`config.mk`:
```
export PLATFORM = sky130hd
export DESIGN_NAME = mux_rr_sel_arbiter
export DESIGN_NICKNAME = d
export VERILOG_FILES = /design/src/rtl/mux_rr_sel_arbiter.sv
export SDC_FILE = /design/constraint.sdc
export NUM_CORES = 1
export LEC_CHECK = 0
export ABC_AREA = 1
export ABC_CLOCK_PERIOD_IN_PS = 4500
export CAP_MARGIN = 0
export CELL_PAD_IN_SITES_DETAIL_PLACEMENT = 1
export CELL_PAD_IN_SITES_GLOBAL_PLACEMENT = 2
export CORE_MARGIN = 8
export CORE_UTILIZATION = 30
export CTS_BUF_LIST = sky130_fd_sc_hd__clkbuf_4
export DETAILED_ROUTE_END_ITERATION = 16
export GPL_TIMING_DRIVEN = 0
export MAX_ROUTING_LAYER = met4
export PLACE_DENSITY = 0.83
export SKIP_LAST_GASP = 1
export SLEW_MARGIN = 20
export SYNTH_ARGS = -nofsm -noshare
export SYNTH_HDL_FRONTEND = slang
export SYNTH_SLANG_ARGS = --single-unit
export TNS_END_PERCENT = 5
```
`constraint.sdc`:
```
create_clock -name clk -period 4.5 [get_ports clk]
set_clock_uncertainty 0.2 [all_clocks]
set_input_delay 0.9 -clock clk [delete_from_list [all_inputs] [get_ports clk]]
set_output_delay 0.9 -clock clk [all_outputs]
set_load 0.03 [all_outputs]
```
`src/rtl/mux_rr_sel_arbiter.sv`:
```
// Round-robin arbiter driving the 2-bit select of a downstream 4:1 channel mux.
// Define MUX_SEL_TIMEOUT_EN to bound each grant to HOLD_MAX cycles.
module mux_rr_sel_arbiter #(
    parameter int HOLD_MAX = 16
) (
    input  logic       clk,
    input  logic       rst_n,
    input  logic [3:0] i_req,
    input  logic       i_release,
    output logic [1:0] o_sel,
    output logic [3:0] o_grant,
    output logic       o_sel_valid,
    output logic       o_timeout
);

    if (HOLD_MAX < 1 || HOLD_MAX > 255) begin : g_bad_hold_max
        $error("HOLD_MAX must be in the range 1..255");
    end

    typedef enum logic {
        ST_IDLE = 1'b0,
        ST_BUSY = 1'b1
    } state_t;

    state_t     r_state;
    logic [1:0] r_ptr;
    logic [1:0] r_sel;
    logic [3:0] r_grant;
    logic       r_sel_valid;

    logic [7:0] w_req_dbl;
    logic [3:0] w_req_rot;
    logic [1:0] w_offset;
    logic [1:0] w_winner;
    logic       w_any_req;
    logic       w_norm_exit;
    logic       w_force_exit;

    // Rotate the request vector so bit 0 is the channel at the priority pointer.
    // NOTE: every always_comb output gets a default first so no latch is inferred.
    always_comb begin
        w_req_dbl = {i_req, i_req};
        w_req_rot = w_req_dbl[r_ptr +: 4];
        w_offset  = 2'd3;
        if (w_req_rot[0])
            w_offset = 2'd0;
        else if (w_req_rot[1])
            w_offset = 2'd1;
        else if (w_req_rot[2])
            w_offset = 2'd2;
        w_winner    = r_ptr + w_offset;
        w_any_req   = |i_req;
        w_norm_exit = i_release | ~i_req[r_sel];
    end

`ifdef MUX_SEL_TIMEOUT_EN
    localparam int CW = $clog2(HOLD_MAX + 1);

    logic [CW-1:0] r_hold;
    logic          r_timeout;

    // r_hold counts completed BUSY cycles, so the last allowed cycle sees HOLD_MAX-1.
    assign w_force_exit = ~w_norm_exit && (r_hold == CW'(HOLD_MAX - 1));

    always_ff @(posedge clk or negedge rst_n) begin
        if (!rst_n) begin
            r_hold    <= '0;
            r_timeout <= 1'b0;
        end else begin
            r_timeout <= (r_state == ST_BUSY) && w_force_exit;
            if (r_state == ST_BUSY && !w_norm_exit && !w_force_exit)
                r_hold <= r_hold + 1'b1;
            else
                r_hold <= '0;
        end
    end

    assign o_timeout = r_timeout;
`else
    assign w_force_exit = 1'b0;
    assign o_timeout    = 1'b0;
`endif

    // NOTE: sequential state uses non-blocking assignments only, so every
    // register samples the pre-edge values of its neighbours.
    always_ff @(posedge clk or negedge rst_n) begin
        if (!rst_n) begin
            r_state     <= ST_IDLE;
            r_ptr       <= 2'd0;
            r_sel       <= 2'd0;
            r_grant     <= 4'b0000;
            r_sel_valid <= 1'b0;
        end else begin
            case (r_state)
                ST_IDLE: begin
                    r_grant     <= 4'b0000;
                    r_sel_valid <= 1'b0;
                    if (w_any_req) begin
                        r_sel       <= w_winner;
                        r_grant     <= 4'b0001 << w_winner;
                        r_sel_valid <= 1'b1;
                        r_state     <= ST_BUSY;
                    end
                end
                ST_BUSY: begin
                    // r_sel is left alone on exit so the mux output stays stable.
                    if (w_norm_exit || w_force_exit) begin
                        r_grant     <= 4'b0000;
                        r_sel_valid <= 1'b0;
                        r_ptr       <= r_sel + 2'd1;
                        r_state     <= ST_IDLE;
                    end
                end
                default: r_state <= ST_IDLE;
            endcase
        end
    end

    assign o_sel       = r_sel;
    assign o_grant     = r_grant;
    assign o_sel_valid = r_sel_valid;

endmodule
```
==> insert_results.sql <==
INSERT INTO impl_metrics (metric_group, metric, value, unit) VALUES
('status', 'outcome', 'finished, final reports clean', ''),
('final_layout', 'nFillCells', '284', ''),
('routing', 'wirelength', '1663', 'µm'),
('timing', 'fin_max_slew_vios', '0', ''),
('routing', 'vias', '641', ''),
('timing', 'final_setup_slack_of_the_worst_path', '1.880', 'ns'),
('cts', 'cts_made_buffers', '3', ''),
('yosys', 'top_cells_by_area_in_the_synthesized_netlist', 'sky130_fd_sc_hd__dfrtp_1 36%, sky130_fd_sc_hd__nand2_1 17%, sky130_fd_sc_hd__nand3_1 7.2%, sky130_fd_sc_hd__nand2_2 4.5%, sky130_fd_sc_hd__nand3_2 4.3%', ''),
('timing', 'layout_worst_path_cycle_share', '58.22', '%'),
('floorplanning', 'die_w', '64.03', 'µm'),
('yosys', 'synth_cell_type_count', '24', ''),
('routing', 'avgRoutedWirePerCell', '12.05', 'µm'),
('power', 'power.total', '0.0006371', 'W'),
('global_route', 'first_global_vias', '660', ''),
('routing', 'postRouteAntennaNets', '0', ''),
('yosys', 'post_synth_xor_area_fraction', '1.266', '%'),
('global_route', 'grt_start_max_net_pins', '11', ''),
('final_layout', 'multi_input_area', '361.6', 'µm²'),
('global_route', 'gr-usage-all-layers', '8.763', '%'),
('timing', 'max_clock_freq', '381.7', 'MHz'),
('global_route', 'antenna_found_initial', '0', ''),
('cts', 'clk-insertion-delay-late', '0.26', 'ns'),
('floorplanning', 'die_h', '64.03', 'µm'),
('timing', 'sum_neg_setup_slack', '0', 'ns'),
('placement', 'preCtsSetupSlack', '1.595', 'ns'),
('timing', 'layout_min_cycle_time', '2.620', 'ns'),
('worst_setup_path', 'timing.critical_path.fanout_max', '4', ''),
('placement', 'hpwlAfterDp', '1382', 'µm'),
('worst_setup_path', 'crit_required', '4.50', 'ns'),
('yosys', 'synth_compound_area_share', '9.042', '%'),
('worst_setup_path', 'worstSetupEndpointType', 'register', ''),
('routing', 'route.detailed.drc', '0', ''),
('yosys', 'synthesis.instances', '93', ''),
('placement', 'gpl.final_weighted_congestion', '0.6905', ''),
('routing', 'routed_via_density', '4.645', ''),
('routing', 'drt_iter0_drc', '8', ''),
('worst_setup_path', 'data_arrival_time_of_the_worst_path', '2.62', 'ns'),
('yosys', 'synth_adder_area_share', '1.808', '%'),
('yosys', 'synth_simple_gate_area_share', '39.60', '%'),
('floorplanning', 'placementRows', '17', ''),
('yosys', 'synth_top_cell_by_area', 'sky130_fd_sc_hd__dfrtp_1', ''),
('yosys', 'synthMuxAreaShare', '0', '%'),
('timing', 'rsz0062_at_grt', 'false', ''),
('global_route', 'grt_first_pass_wirelength', '2891', 'µm'),
('final_layout', 'fin_nets', '119', ''),
('yosys', 'synth_warnings', '0', ''),
('worst_setup_path', 'criticalPathCategory', 'input pin to register', ''),
('cts', 'cts_sinks', '10', ''),
('global_route', 'global_route.overflow_total', '0', ''),
('timing', 'setup_violations', '0', ''),
('yosys', 'synth_seq_area_share', '36.17', '%'),
('floorplanning', 'design.die.area', '4099', 'µm²'),
('power', 'power.static_leakage', '0.4482', 'nW'),
('cts', 'ctsResizeCount', '0', ''),
('routing', 'pre_antenna_drt_iters', '4', ''),
('worst_setup_path', 'start_kind', 'input pin', ''),
('worst_setup_path', 'worst_path_largest_cell_delay', '0.55', 'ns'),
('worst_setup_path', 'crit_path_cell_trace', 'clkdlybuf4s50_1 -> nand2_1 -> nand2_2 -> nand2_1 -> o21a_1 -> o21ai_1 -> ha_1 -> nor2_1 -> nand3_1 -> nand2_1', ''),
('cts', 'clock_tree.buffer_depth', '2', ''),
('cts', 'postCtsHoldBufs', '0', ''),
('cts', 'cts_tree', 'built', ''),
('timing', 'timing.final.hold_violations', '0', ''),
('yosys', 'synth.avg_cell_area', '7.440', 'µm²'),
('cts', 'h-tree-depth', '1', ''),
('final_layout', 'syn2layout_area_growth', '27.67', '%'),
('yosys', 'syn_nets', '101', ''),
('cts', 'cts.clk_slew.worst_paths', '0.07', 'ns'),
('worst_hold_path', 'worst_min_delay_path_category', 'register to register', ''),
('flow_run', 'cap_violations', '0', ''),
('power', 'power_density', '721.2', 'nW/µm²'),
('yosys', 'ys_ff_latch', '10', '');
cells in the mapped netlist:
master / instances
sky130_fd_sc_hd__nor2_2: 2
sky130_fd_sc_hd__nand2_2: 5
sky130_fd_sc_hd__o21ai_0: 1
sky130_fd_sc_hd__xor2_1: 1
sky130_fd_sc_hd__o21ai_1: 2
sky130_fd_sc_hd__inv_2: 2
sky130_fd_sc_hd__inv_1: 8
sky130_fd_sc_hd__o21ai_2: 2
sky130_fd_sc_hd__nor2_1: 3
sky130_fd_sc_hd__o211ai_1: 1
sky130_fd_sc_hd__nand3_2: 3
sky130_fd_sc_hd__conb_1: 1
sky130_fd_sc_hd__inv_4: 1
sky130_fd_sc_hd__dfrtp_1: 10
sky130_fd_sc_hd__buf_6: 1
sky130_fd_sc_hd__o21a_1: 1
sky130_fd_sc_hd__buf_4: 1
sky130_fd_sc_hd__nand2_1: 31
sky130_fd_sc_hd__a21oi_1: 3
sky130_fd_sc_hd__nand3_1: 10
sky130_fd_sc_hd__nand2_4: 1
sky130_fd_sc_hd__bufinv_8: 1
sky130_fd_sc_hd__ha_1: 1
sky130_fd_sc_hd__nor2_4: 1
path summary, 6_finish.rpt:
path,from,endpoint,slack (ns),cells past startpoint
min in group asynchronous,rst_n,o_grant[3]$_DFFE_PN0P_,0.76,1
max,i_req[2],o_grant[2]$_DFFE_PN0P_,1.88,10
max reg2reg,r_ptr[0]$_DFFE_PN0P_,o_grant[2]$_DFFE_PN0P_,2.52,11
min reg2reg,o_sel_valid$_DFFE_PN0P_,o_sel_valid$_DFFE_PN0P_,0.29,2
min,o_sel_valid$_DFFE_PN0P_,o_sel_valid$_DFFE_PN0P_,0.29,2
max in group asynchronous,rst_n,r_ptr[0]$_DFFE_PN0P_,3.02,1
metal layers:
layer  global-route usage, %  share of wire (%)  routed length, µm  vias up
met3                   1.568                2.4                 40        2
li1                        -                  -                  -      324
met4                   2.507               0.48                  8        0
met2                   15.81                 53                878        7
met1                   9.533                 44                735      308
met5                       -                  0                  0        -
registers in the layout (all words and copies together), names as in the netlist:
name and flops:
o_grant 4, o_sel 2, o_sel_valid 1, r_state 1, r_ptr 2
cell type report:
cell class,count,area share [%]
flip-flops and latches,10,28.33
multi-input cells,69,40.93
well taps,28,3.966
inverters,12,6.941
plain buffers,2,2.125
repair buffers,13,14.73
clock buffers,3,2.550
clock inverters,1,0.4249
stage by stage:
stage,hold slack (ns),area (µm²),std cells,util [%]
after floorplan,0.2840,691.9,93,-
after global placement,0.2551,857.1,134,39.12
after detailed placement,0.2733,857.1,134,39.12
after CTS,0.2933,883.3,138,40.32
after global routing,0.3215,883.3,138,40.32
final,0.2867,883.3,138,40.32
logic make-up after synthesis:
logic type      after synthesis
compound gates               10
xor+xnor                      1
fa+ha+maj                     1
buf+inv                      14
flops                        10
other cells                   1
simple gates                 56
tightest hold or removal path, cell delays in order (launching register included):
cell and delay [ns]:
sky130_fd_sc_hd__dfrtp_1 0.35, sky130_fd_sc_hd__nand2_1 0.05, sky130_fd_sc_hd__nand2_1 0.05
placed cells by master (no fill, tap or decap):
master / synthesis / layout
sky130_fd_sc_hd__o21ai_2: 2 / 2
sky130_fd_sc_hd__nor2_1: 3 / 3
sky130_fd_sc_hd__clkdlybuf4s50_1: 0 / 13
sky130_fd_sc_hd__o211ai_1: 1 / 1
sky130_fd_sc_hd__nor2_4: 1 / 1
sky130_fd_sc_hd__bufinv_8: 1 / 1
sky130_fd_sc_hd__o21a_1: 1 / 1
sky130_fd_sc_hd__nor2_2: 2 / 2
sky130_fd_sc_hd__nand2_2: 5 / 5
sky130_fd_sc_hd__nand3_2: 3 / 3
sky130_fd_sc_hd__clkinv_1: 0 / 1
sky130_fd_sc_hd__o21ai_0: 1 / 1
sky130_fd_sc_hd__nand2_4: 1 / 1
sky130_fd_sc_hd__inv_4: 1 / 1
sky130_fd_sc_hd__ha_1: 1 / 1
sky130_fd_sc_hd__clkbuf_4: 0 / 3
sky130_fd_sc_hd__a21oi_1: 3 / 3
sky130_fd_sc_hd__buf_6: 1 / 1
sky130_fd_sc_hd__o21ai_1: 2 / 2
sky130_fd_sc_hd__nand3_1: 10 / 10
sky130_fd_sc_hd__xor2_1: 1 / 1
sky130_fd_sc_hd__conb_1: 1 / 1
sky130_fd_sc_hd__inv_1: 8 / 8
sky130_fd_sc_hd__dfrtp_1: 10 / 10
sky130_fd_sc_hd__inv_2: 2 / 2
sky130_fd_sc_hd__buf_4: 1 / 1
sky130_fd_sc_hd__nand2_1: 31 / 31
report_power, final:
part / switching (W) / internal, W
clock network: 0.0000313 / 0.0000320
logic: 0.000244 / 0.000163
registers: 0.0000379 / 0.000129
total: 0.000313 / 0.000324
Note: power is estimated with default switching activity, not from simulation.
